$ cat src/rtl/fader_axis_tx.sv
// Packs fader dv/chan samples into NCHAN-beat AXI4-Stream frames with tlast; first beat 2 cycles after a frame's last sample.
// Backpressure: whole frames wait in a DEPTH-entry FIFO and are dropped when the FIFO lacks room. The FADER_AXIS_TX_CFG_EN macro enables the config FSM.
module fader_axis_tx #(
    parameter int         NCHAN   = 32,
    parameter int         DW      = 16,
    parameter int         DEPTH   = 64,
    parameter logic [9:0] SCALE   = 10'b0101010110,
    parameter logic       FWD_INV = 1'b0
) (
    input  logic                     clk,
    input  logic                     reset,
    input  logic                     dv_in,
    input  logic [$clog2(NCHAN)-1:0] chan_in,
    input  logic [DW-1:0]            din_real,
    input  logic [DW-1:0]            din_imag,
    output logic [15:0]              m_axis_config_tdata,
    output logic                     m_axis_config_tvalid,
    input  logic                     m_axis_config_tready,
    output logic [2*DW-1:0]          m_axis_data_tdata,
    output logic                     m_axis_data_tvalid,
    input  logic                     m_axis_data_tready,
    output logic                     m_axis_data_tlast,
    output logic [15:0]              frame_count,
    output logic                     overflow,
    output logic                     seq_err
);
    localparam int CW = $clog2(NCHAN);
    localparam int AW = $clog2(DEPTH);
    localparam int PW = AW + 1;
    localparam logic [PW-1:0] ROOM_MAX  = PW'(DEPTH - NCHAN);
    localparam logic [CW-1:0] LAST_CHAN = CW'(NCHAN - 1);

    typedef enum logic { IN_IDLE, IN_COLLECT } in_state_t;

    logic [2*DW-1:0] mem [DEPTH];

    in_state_t       in_state_q, in_state_d;
    logic            drop_q, drop_d;
    logic [CW-1:0]   exp_chan_q, exp_chan_d;
    logic [PW-1:0]   wr_tmp_q, wr_tmp_d;
    logic [PW-1:0]   wr_cmt_q, wr_cmt_d;
    logic [PW-1:0]   rd_ptr_q, rd_ptr_d;
    logic            overflow_q, overflow_d;
    logic            seq_err_q, seq_err_d;
    logic            out_vld_q, out_vld_d;
    logic [2*DW-1:0] out_dat_q, out_dat_d;
    logic            out_last_q, out_last_d;
    logic [CW-1:0]   beat_q, beat_d;
    logic [15:0]     frame_q, frame_d;

    logic            wr_en;
    logic [AW-1:0]   wr_addr;
    logic            sof;
    logic            load;
    logic            cfg_done;
    logic [PW-1:0]   used;

    assign m_axis_config_tdata = {5'd0, SCALE, FWD_INV};

`ifdef FADER_AXIS_TX_CFG_EN
    typedef enum logic { CFG_SEND, CFG_DONE } cfg_state_t;
    cfg_state_t cfg_state_q, cfg_state_d;

    always_ff @(posedge clk) begin
        if (reset) begin
            cfg_state_q <= CFG_SEND;
        end else begin
            cfg_state_q <= cfg_state_d;
        end
    end

    always_comb begin
        cfg_state_d          = cfg_state_q;
        m_axis_config_tvalid = 1'b0;
        cfg_done             = 1'b0;
        case (cfg_state_q)
            CFG_SEND: begin
                m_axis_config_tvalid = 1'b1;
                if (m_axis_config_tready) begin
                    cfg_state_d = CFG_DONE;
                end
            end
            default: cfg_done = 1'b1;
        endcase
    end
`else
    logic unused_cfg_tready;
    assign unused_cfg_tready    = m_axis_config_tready;
    assign m_axis_config_tvalid = 1'b0;
    assign cfg_done             = 1'b1;
`endif

    // Occupancy seen by a new frame: the uncommitted tail has always been rewound by then.
    assign used = wr_cmt_q - rd_ptr_q;

    always_comb begin
        in_state_d = in_state_q;
        drop_d     = drop_q;
        exp_chan_d = exp_chan_q;
        wr_tmp_d   = wr_tmp_q;
        wr_cmt_d   = wr_cmt_q;
        overflow_d = overflow_q;
        seq_err_d  = seq_err_q;
        wr_en      = 1'b0;
        wr_addr    = wr_tmp_q[AW-1:0];
        sof        = 1'b0;
        if (dv_in) begin
            case (in_state_q)
                IN_COLLECT: begin
                    if (chan_in == exp_chan_q) begin
                        wr_en      = 1'b1;
                        wr_tmp_d   = wr_tmp_q + 1'b1;
                        exp_chan_d = chan_in + 1'b1;
                        if (chan_in == LAST_CHAN) begin
                            wr_cmt_d   = wr_tmp_q + 1'b1;
                            in_state_d = IN_IDLE;
                        end
                    end else begin
                        seq_err_d  = 1'b1;
                        wr_tmp_d   = wr_cmt_q;
                        in_state_d = IN_IDLE;
                        sof        = (chan_in == '0);
                    end
                end
                default: begin
                    if (chan_in == '0) begin
                        sof = 1'b1;
                    end else if (!drop_q) begin
                        seq_err_d = 1'b1;
                    end
                end
            endcase
        end
        // A frame start is admitted only if the whole frame is guaranteed to fit.
        if (sof) begin
            if (used <= ROOM_MAX) begin
                wr_en      = 1'b1;
                wr_addr    = wr_cmt_q[AW-1:0];
                wr_tmp_d   = wr_cmt_q + 1'b1;
                exp_chan_d = CW'(1);
                drop_d     = 1'b0;
                in_state_d = IN_COLLECT;
            end else begin
                overflow_d = 1'b1;
                drop_d     = 1'b1;
                in_state_d = IN_IDLE;
            end
        end
    end

    always_comb begin
        rd_ptr_d   = rd_ptr_q;
        out_vld_d  = out_vld_q;
        out_dat_d  = out_dat_q;
        out_last_d = out_last_q;
        beat_d     = beat_q;
        frame_d    = frame_q;
        load       = (!out_vld_q || m_axis_data_tready) && (rd_ptr_q != wr_cmt_q) && cfg_done;
        if (out_vld_q && m_axis_data_tready) begin
            out_vld_d  = 1'b0;
            out_last_d = 1'b0;
            beat_d     = beat_q + 1'b1;
            if (out_last_q) begin
                frame_d = frame_q + 16'd1;
            end
        end
        if (load) begin
            out_vld_d  = 1'b1;
            out_dat_d  = mem[rd_ptr_q[AW-1:0]];
            out_last_d = (beat_d == LAST_CHAN);
            rd_ptr_d   = rd_ptr_q + 1'b1;
        end
    end

    always_ff @(posedge clk) begin
        if (wr_en) begin
            mem[wr_addr] <= {din_imag, din_real};
        end
    end

    always_ff @(posedge clk) begin
        if (reset) begin
            in_state_q <= IN_IDLE;
            drop_q     <= 1'b0;
            exp_chan_q <= '0;
            wr_tmp_q   <= '0;
            wr_cmt_q   <= '0;
            rd_ptr_q   <= '0;
            overflow_q <= 1'b0;
            seq_err_q  <= 1'b0;
            out_vld_q  <= 1'b0;
            out_dat_q  <= '0;
            out_last_q <= 1'b0;
            beat_q     <= '0;
            frame_q    <= '0;
        end else begin
            in_state_q <= in_state_d;
            drop_q     <= drop_d;
            exp_chan_q <= exp_chan_d;
            wr_tmp_q   <= wr_tmp_d;
            wr_cmt_q   <= wr_cmt_d;
            rd_ptr_q   <= rd_ptr_d;
            overflow_q <= overflow_d;
            seq_err_q  <= seq_err_d;
            out_vld_q  <= out_vld_d;
            out_dat_q  <= out_dat_d;
            out_last_q <= out_last_d;
            beat_q     <= beat_d;
            frame_q    <= frame_d;
        end
    end

    assign m_axis_data_tdata  = out_dat_q;
    assign m_axis_data_tvalid = out_vld_q;
    assign m_axis_data_tlast  = out_last_q;
    assign frame_count        = frame_q;
    assign overflow           = overflow_q;
    assign seq_err            = seq_err_q;

endmodule
$ cat config.mk
export PLATFORM = sky130hd
export DESIGN_NAME = fader_axis_tx
export DESIGN_NICKNAME = d
export VERILOG_FILES = /design/src/rtl/fader_axis_tx.sv
export SDC_FILE = /design/constraint.sdc
export NUM_CORES = 2
export LEC_CHECK = 0
export CORE_MARGIN = 2
export CORE_UTILIZATION = 60
export DETAILED_ROUTE_END_ITERATION = 10
export PLACE_DENSITY = 0.86
export RECOVER_POWER = 50
export SLEW_MARGIN = 20
export SYNTH_ARGS = -nofsm -noshare
export SYNTH_HDL_FRONTEND = slang
export SYNTH_SLANG_ARGS = --single-unit
export TNS_END_PERCENT = 5
$ cat constraint.sdc
create_clock -name clk -period 10.5 [get_ports clk]
set_input_delay 2.1 -clock clk [delete_from_list [all_inputs] [get_ports clk]]
set_output_delay 2.1 -clock clk [all_outputs]
set_load 0.005 [all_outputs]
==> Word level (Yosys, flattened, before mapping) <==
Memories as Yosys holds them, arrays and structs flattened. A register that Yosys moved wholly into a read port is not among the register bits.
Cells that the tools add are included.
{ "word_totals": {"register_bits": 53, "output_inout_bits": 69, "mem_bits_rw": 2048, "wordCells": 78, "input_bits": 42, "mem_count": 1} }
{ "classes": {"n_reduce_logical": 11, "mux": 38, "n_addsub": 7, "magnitude_cmp": 1, "n_eq_ne": 7, "bitwise_logic": 1} }
{ "memory_table": {"columns": ["memory", "words", "width", "rd", "rd_ports_with_merged_regs", "wr", "line", "rtl"], "rows": [
  ["mem", 64, 32, 1, 1, 1, "35", "logic [2*DW-1:0] mem [DEPTH];"]
]} }
{ "ops": {"columns": ["op", "n"], "rows": [
  ["7-bit 2-to-1 mux", 5],
  ["5-bit 2-to-1 mux", 6],
  ["1-bit 2-to-1 mux", 25],
  ["7-bit by 1-bit adder with 7-bit output, second input constant", 3],
  ["16-bit by 1-bit adder with 16-bit output, second input constant", 1],
  ["6-bit 2-to-1 mux", 2],
  ["5-bit by 1-bit adder with 5-bit output, second input constant", 2],
  ["5-bit == test, second input constant", 2],
  ["4-bit AND reduction", 2],
  ["7-bit by 6-bit <= comparator with 1-bit output, second input constant", 1],
  ["7-bit inequality test", 1],
  ["7-bit subtractor", 1],
  ["2-bit inequality test, second input constant", 3],
  ["5-bit == test", 1],
  ["5-bit logical NOT", 1],
  ["2-bit AND reduction", 2],
  ["2-bit nonzero test", 2],
  ["1-bit logical AND", 2],
  ["1-bit logical NOT", 1],
  ["1-bit logical OR", 1],
  ["1-bit inverter", 1]
]} }

==> Longest topological paths before layout <==
{ "logic_depth": {"depth_word": 8, "ltp_mapped": 16, "mapped_depth_nobuf": 9} }

==> Worst setup path after synthesis <==
No wires, ideal clock.
{ "synth_timing": {"path_kind": "in2reg", "startpoint": "in chan_in[4]", "endpoint": "mem mem[8][0] (netlist name) (enable)", "cell_stages": 8, "setup_ns": 0.522, "slack_ns": 2.794, "required_ns": 9.978, "arrival_ns": 7.184, "path_buffers": 1, "cell_sequence": "xnor2_1 nand3_2 o311a_1 and3_1 buf_6 nand2_8 mux2_4 a2111oi_1"} }
{ "synth_via": {"elab_chain_len": 8, "elab_cells_between_ends": 14, "classes_between": "1 x eq/ne; 12 x mux; 1 x reduce/logical"} }
{ "synth_rtl": {"columns": ["item", "line", "rtl"], "rows": [
  ["start: declaration", "13", "input logic [$clog2(NCHAN)-1:0] chan_in,"],
  ["5-bit == test", "110", "if (chan_in == exp_chan_q) begin"],
  ["1-bit 2-to-1 mux", "110", null],
  ["1-bit 2-to-1 mux", "108", "case (in_state_q)"],
  ["1-bit 2-to-1 mux", "107", "if (dv_in) begin"],
  ["1-bit 2-to-1 mux", "136", "if (used <= ROOM_MAX) begin"],
  ["1-bit 2-to-1 mux", "135", "if (sof) begin"],
  ["1-bit 2-to-1 mux", "176", "if (wr_en) begin"],
  ["1-bit 2-to-1 mux (implied by the code)", "177", "mem[wr_addr] <= {din_imag, din_real};"],
  ["end: declaration", "35", null]
]} }
Several ways; a longest one is shown, not always the timed one.

==> Worst setup path in the final report <==
{ "layout_timing": {"startpoint": "reg rd_ptr_q[2]", "endpoint": "reg out_dat_q[26] (netlist: m_axis_data_tdata[26]) (read register of mem)"} }
{ "layout_via": {"elab_chain_len": 2} }
{ "layout_rtl": {"columns": ["item", "line", "rtl"], "rows": [
  ["start: declaration", "42", "logic [PW-1:0] rd_ptr_q, rd_ptr_d;"],
  ["start signal: assignment", "202", "rd_ptr_q <= rd_ptr_d;"],
  ["7-bit inequality test", "158", "load = (!out_vld_q || m_axis_data_tready) && (rd_ptr_q != wr_cmt_q) && cfg_done;"],
  ["1-bit logical AND", "158", null],
  ["end: declaration", "46", "logic [2*DW-1:0] out_dat_q, out_dat_d;"]
]} }
Several ways; a longest one is shown, not always the timed one.
A chain may end at the register's enable or synchronous reset.

==> impl_metrics.env <==
export IMPL_outcome="finished with violations"
export IMPL_violations="capacitance limit, slew limit"
export IMPL_utilization_pct=67.6
export IMPL_worst_slack_ns=3.56
export IMPL_synth_flop_cell="edfxtp_1"
export IMPL_vias_per_cell=7.20
export IMPL_tritoncts="yes"
export IMPL_grt_pass1_wl_um=315000
export IMPL_fill_cells=7774
export IMPL_worst_ir_drop_vdd_uv=222
export IMPL_port_buffers=92
export IMPL_synth_top_area_share_pct=75.0
export IMPL_dr_first_iter_drc_count=6948
export IMPL_finalCritPeriodShare_pct=66.1
export IMPL_core_area_um2=135000
export IMPL_ctsHoldBuffers=0
export IMPL_worst_pin_slew_ns=3.73
export IMPL_vias=42563
export IMPL_fin_nets=4020
export IMPL_hold_viol_final=0
export IMPL_die_x_um=374
export IMPL_fmax_ghz=0.144
export IMPL_synth_cell_types=74
export IMPL_layout_min_cycle_time_ns=6.94
export IMPL_cpPeakStageDelay_ns=1.84
export IMPL_drv_cap=34
export IMPL_rr_startpoint="rd_ptr_q[2]"
export IMPL_crit_chain="clkbuf_1 > clkinv_1 > ha_1 > nand3_1 > nor3_1 > nor2b_4 > clkbuf_1 > nand2b_1 > o22ai_1"
export IMPL_fin_skew_ns=0.0395
export IMPL_path_max_fanout=49
export IMPL_end_kind="flop"
export IMPL_drtAntennaViolNets=0
export IMPL_synth_seq_cells=2133
export IMPL_grt_overflow_total=0
export IMPL_crit_required_ns=11.21
export IMPL_power_density_nw_per_um2=187
export IMPL_startpoint_type="flop"
export IMPL_grt_max_degree=114
export IMPL_io_pins=111
export IMPL_rows=135
export IMPL_hold_ws_ns=0.455
export IMPL_arrival_ns=7.65
export IMPL_grt_usage_pct=31.9
export IMPL_post_cts_buffers=0
export IMPL_hp_class="flop to flop"
export IMPL_yosysTopAreaCell="edfxtp_1"
export IMPL_routabilityCongestion=0.930
export IMPL_p_leak_nw=27.7
export IMPL_totalWireLength_um=221000
export IMPL_synth_edf_count=2048
export IMPL_reg2reg_to="m_axis_data_tdata[26]"
export IMPL_synthTopCellsByCount="edfxtp_1, mux4_2, clkbuf_1"
export IMPL_synth_seq_area_share_pct=77.1
export IMPL_drive_gt1_share_pct=24.3
export IMPL_clk_path_buf_depth=3
export IMPL_h_tree_depth=4
export IMPL_clk_latency_ns=0.84
export IMPL_slew_headroom_pct=-149
export IMPL_min_to="overflow"
export IMPL_synth_area_leaders="edfxtp_1, mux4_2, dfxtp_1, a22oi_1, a221oi_1"
export IMPL_synthToLayoutAreaGrowth_pct=11.7
export IMPL_antenna_found_initial=7
export IMPL_path_clk_slew_ns=0.06
export IMPL_rsz0062_at_grt="false"
export IMPL_cts_sinks=2133
export IMPL_hpwl_um=109000
export IMPL_cts_made_buffers=192
export IMPL_grt_pass1_vias=43162
export IMPL_path_common_cell="clkbuf_1"
export IMPL_setup_violations_final=0
export IMPL_tns_ns=0
export IMPL_slew_viol_final=2153
export IMPL_async_flop_share_pct=0
export IMPL_place_ws_ns=3.83
export IMPL_synthCells=3773
export IMPL_dr_pass1_iters=8
export IMPL_hold_depth=2
export IMPL_worstSetupPathType="flop to flop"
export IMPL_r2r_setup_slack_ns=3.56
export IMPL_avgSynthCellArea_um2=21.7
export IMPL_start_util_pct=60.5
export IMPL_slowest_stage="clkbuf_1"
export IMPL_yosysWarnings=0
export IMPL_wire_per_inst_um=37.4
export IMPL_die_y_um=374
export IMPL_yosysMostFrequentCell="edfxtp_1"
export IMPL_r2r_cells=9
export IMPL_dieArea_um2=140000
export IMPL_cts_root_buf="clkbuf_16"
export IMPL_min_from="overflow"
export IMPL_synthesis_area_um2=82000
export IMPL_drc=0
export IMPL_cts_resized=0
[cells in the final DEF, fill, tap and decap left out, types with 11 or more instances in the layout]
cell	count
nor4_4	11
clkbuf_1	87
buf_2	26
clkbuf_16	199
inv_1	11
dlygate4sd3_1	38
nand3_1	20
o21ai_0	21
a22o_1	53
a211oi_1	20
nand2b_1	34
nor2_4	19
ha_1	14
a22oi_1	104
nand4_1	12
clkinv_1	39
nor3_2	17
nand2_1	55
nor3_1	35
nor2b_1	13
dfxtp_1	83
nor2_1	66
xor2_1	21
mux4_2	518
buf_4	96
conb_1	17
clkdlybuf4s50_1	21
bufinv_16	16
o22ai_1	57
a21oi_1	87
clkinv_2	20
edfxtp_1	2048
a311oi_1	12
xnor2_1	20
mux2i_1	18
a221oi_1	53
[sequential cells by signal, indices dropped and copies added, names as in the netlist, 5 cells and up]
signal / cells
exp_chan_q: 5
rd_ptr_q: 7
wr_cmt_q: 7
wr_tmp_q: 7
m_axis_data_tdata: 32
mem: 2048
beat_q: 5
frame_count: 16
[report_power, final]
group | switching, mW | total [mW] | internal (mW)
logic | 0.449 | 0.746 | 0.297
registers | 0.0319 | 9.38 | 9.35
clock network | 3.13 | 7.02 | 3.90
total | 3.61 | 17.2 | 13.5
[per-layer routing]
layer  share of wire [%]  routed length (um)  track usage [%]
met1                  32               70000             39.9
met2                  48              107000             51.1
met3                  13               29100             9.18
met4                 6.5               14300             17.2
met5                0.20                 443            0.617
[worst max-delay path by stage]
| stage | to | slack, ns | startpoint | cells past startpoint |
|---|---|---|---|---|
| floorplan | mem[8][0] | 2.79 | chan_in[4] | 8 |
| global placement | mem[7][13] | 3.66 | chan_in[0] | 10 |
| detailed placement | mem[4][26] | 3.83 | chan_in[0] | 10 |
| CTS | mem[4][8] | 4.58 | chan_in[0] | 10 |
| global route | m_axis_data_tdata[15] | 3.27 | rd_ptr_q[2] | 9 |
| finish | m_axis_data_tdata[26] | 3.56 | rd_ptr_q[2] | 9 |
[area by class of cell]
type	count	area (um2)	share of cell area, %
sequential	2133	63200	69.0
multi-input combinational	1399	18200	19.9
clock buffer	255	5220	5.70
tap	1781	2230	2.43
timing repair buffer	224	1710	1.87
clock inverter	97	968	1.06
inverter	14	52.6	0.0574
antenna	6	15.0	0.0164
[metrics by stage]
step,instances,total power [mW],cell area (um2)
floorplan,3788,9.96,82000
finish,5909,17.2,91600
global placement,5546,10.2,85500
detailed placement,5547,10.3,85500
CTS,5899,17.2,91700
global route,5903,17.5,91600
[worst max-delay path, delay by kind of cell, from the launching register on]
kind            cells  cell delay, ns
buf+inv             3            3.86
simple gates        4            1.61
fa+ha+maj           1            0.56
compound gates      1            0.46
flops               1            0.32
[logic make-up after synthesis]
kind of cell | after synthesis | synth area share, %
other | 2 | 0.00916
DFF | 2133 | 77.1
adders and majority gates | 14 | 0.214
muxes | 542 | 14.6
buffers and inverters | 256 | 1.47
xor gates and xnor gates | 41 | 0.438
AOI/OAI and AO/OA | 451 | 4.04
and+or+nand+nor | 334 | 2.19
(Power assumes the default switching activity.)
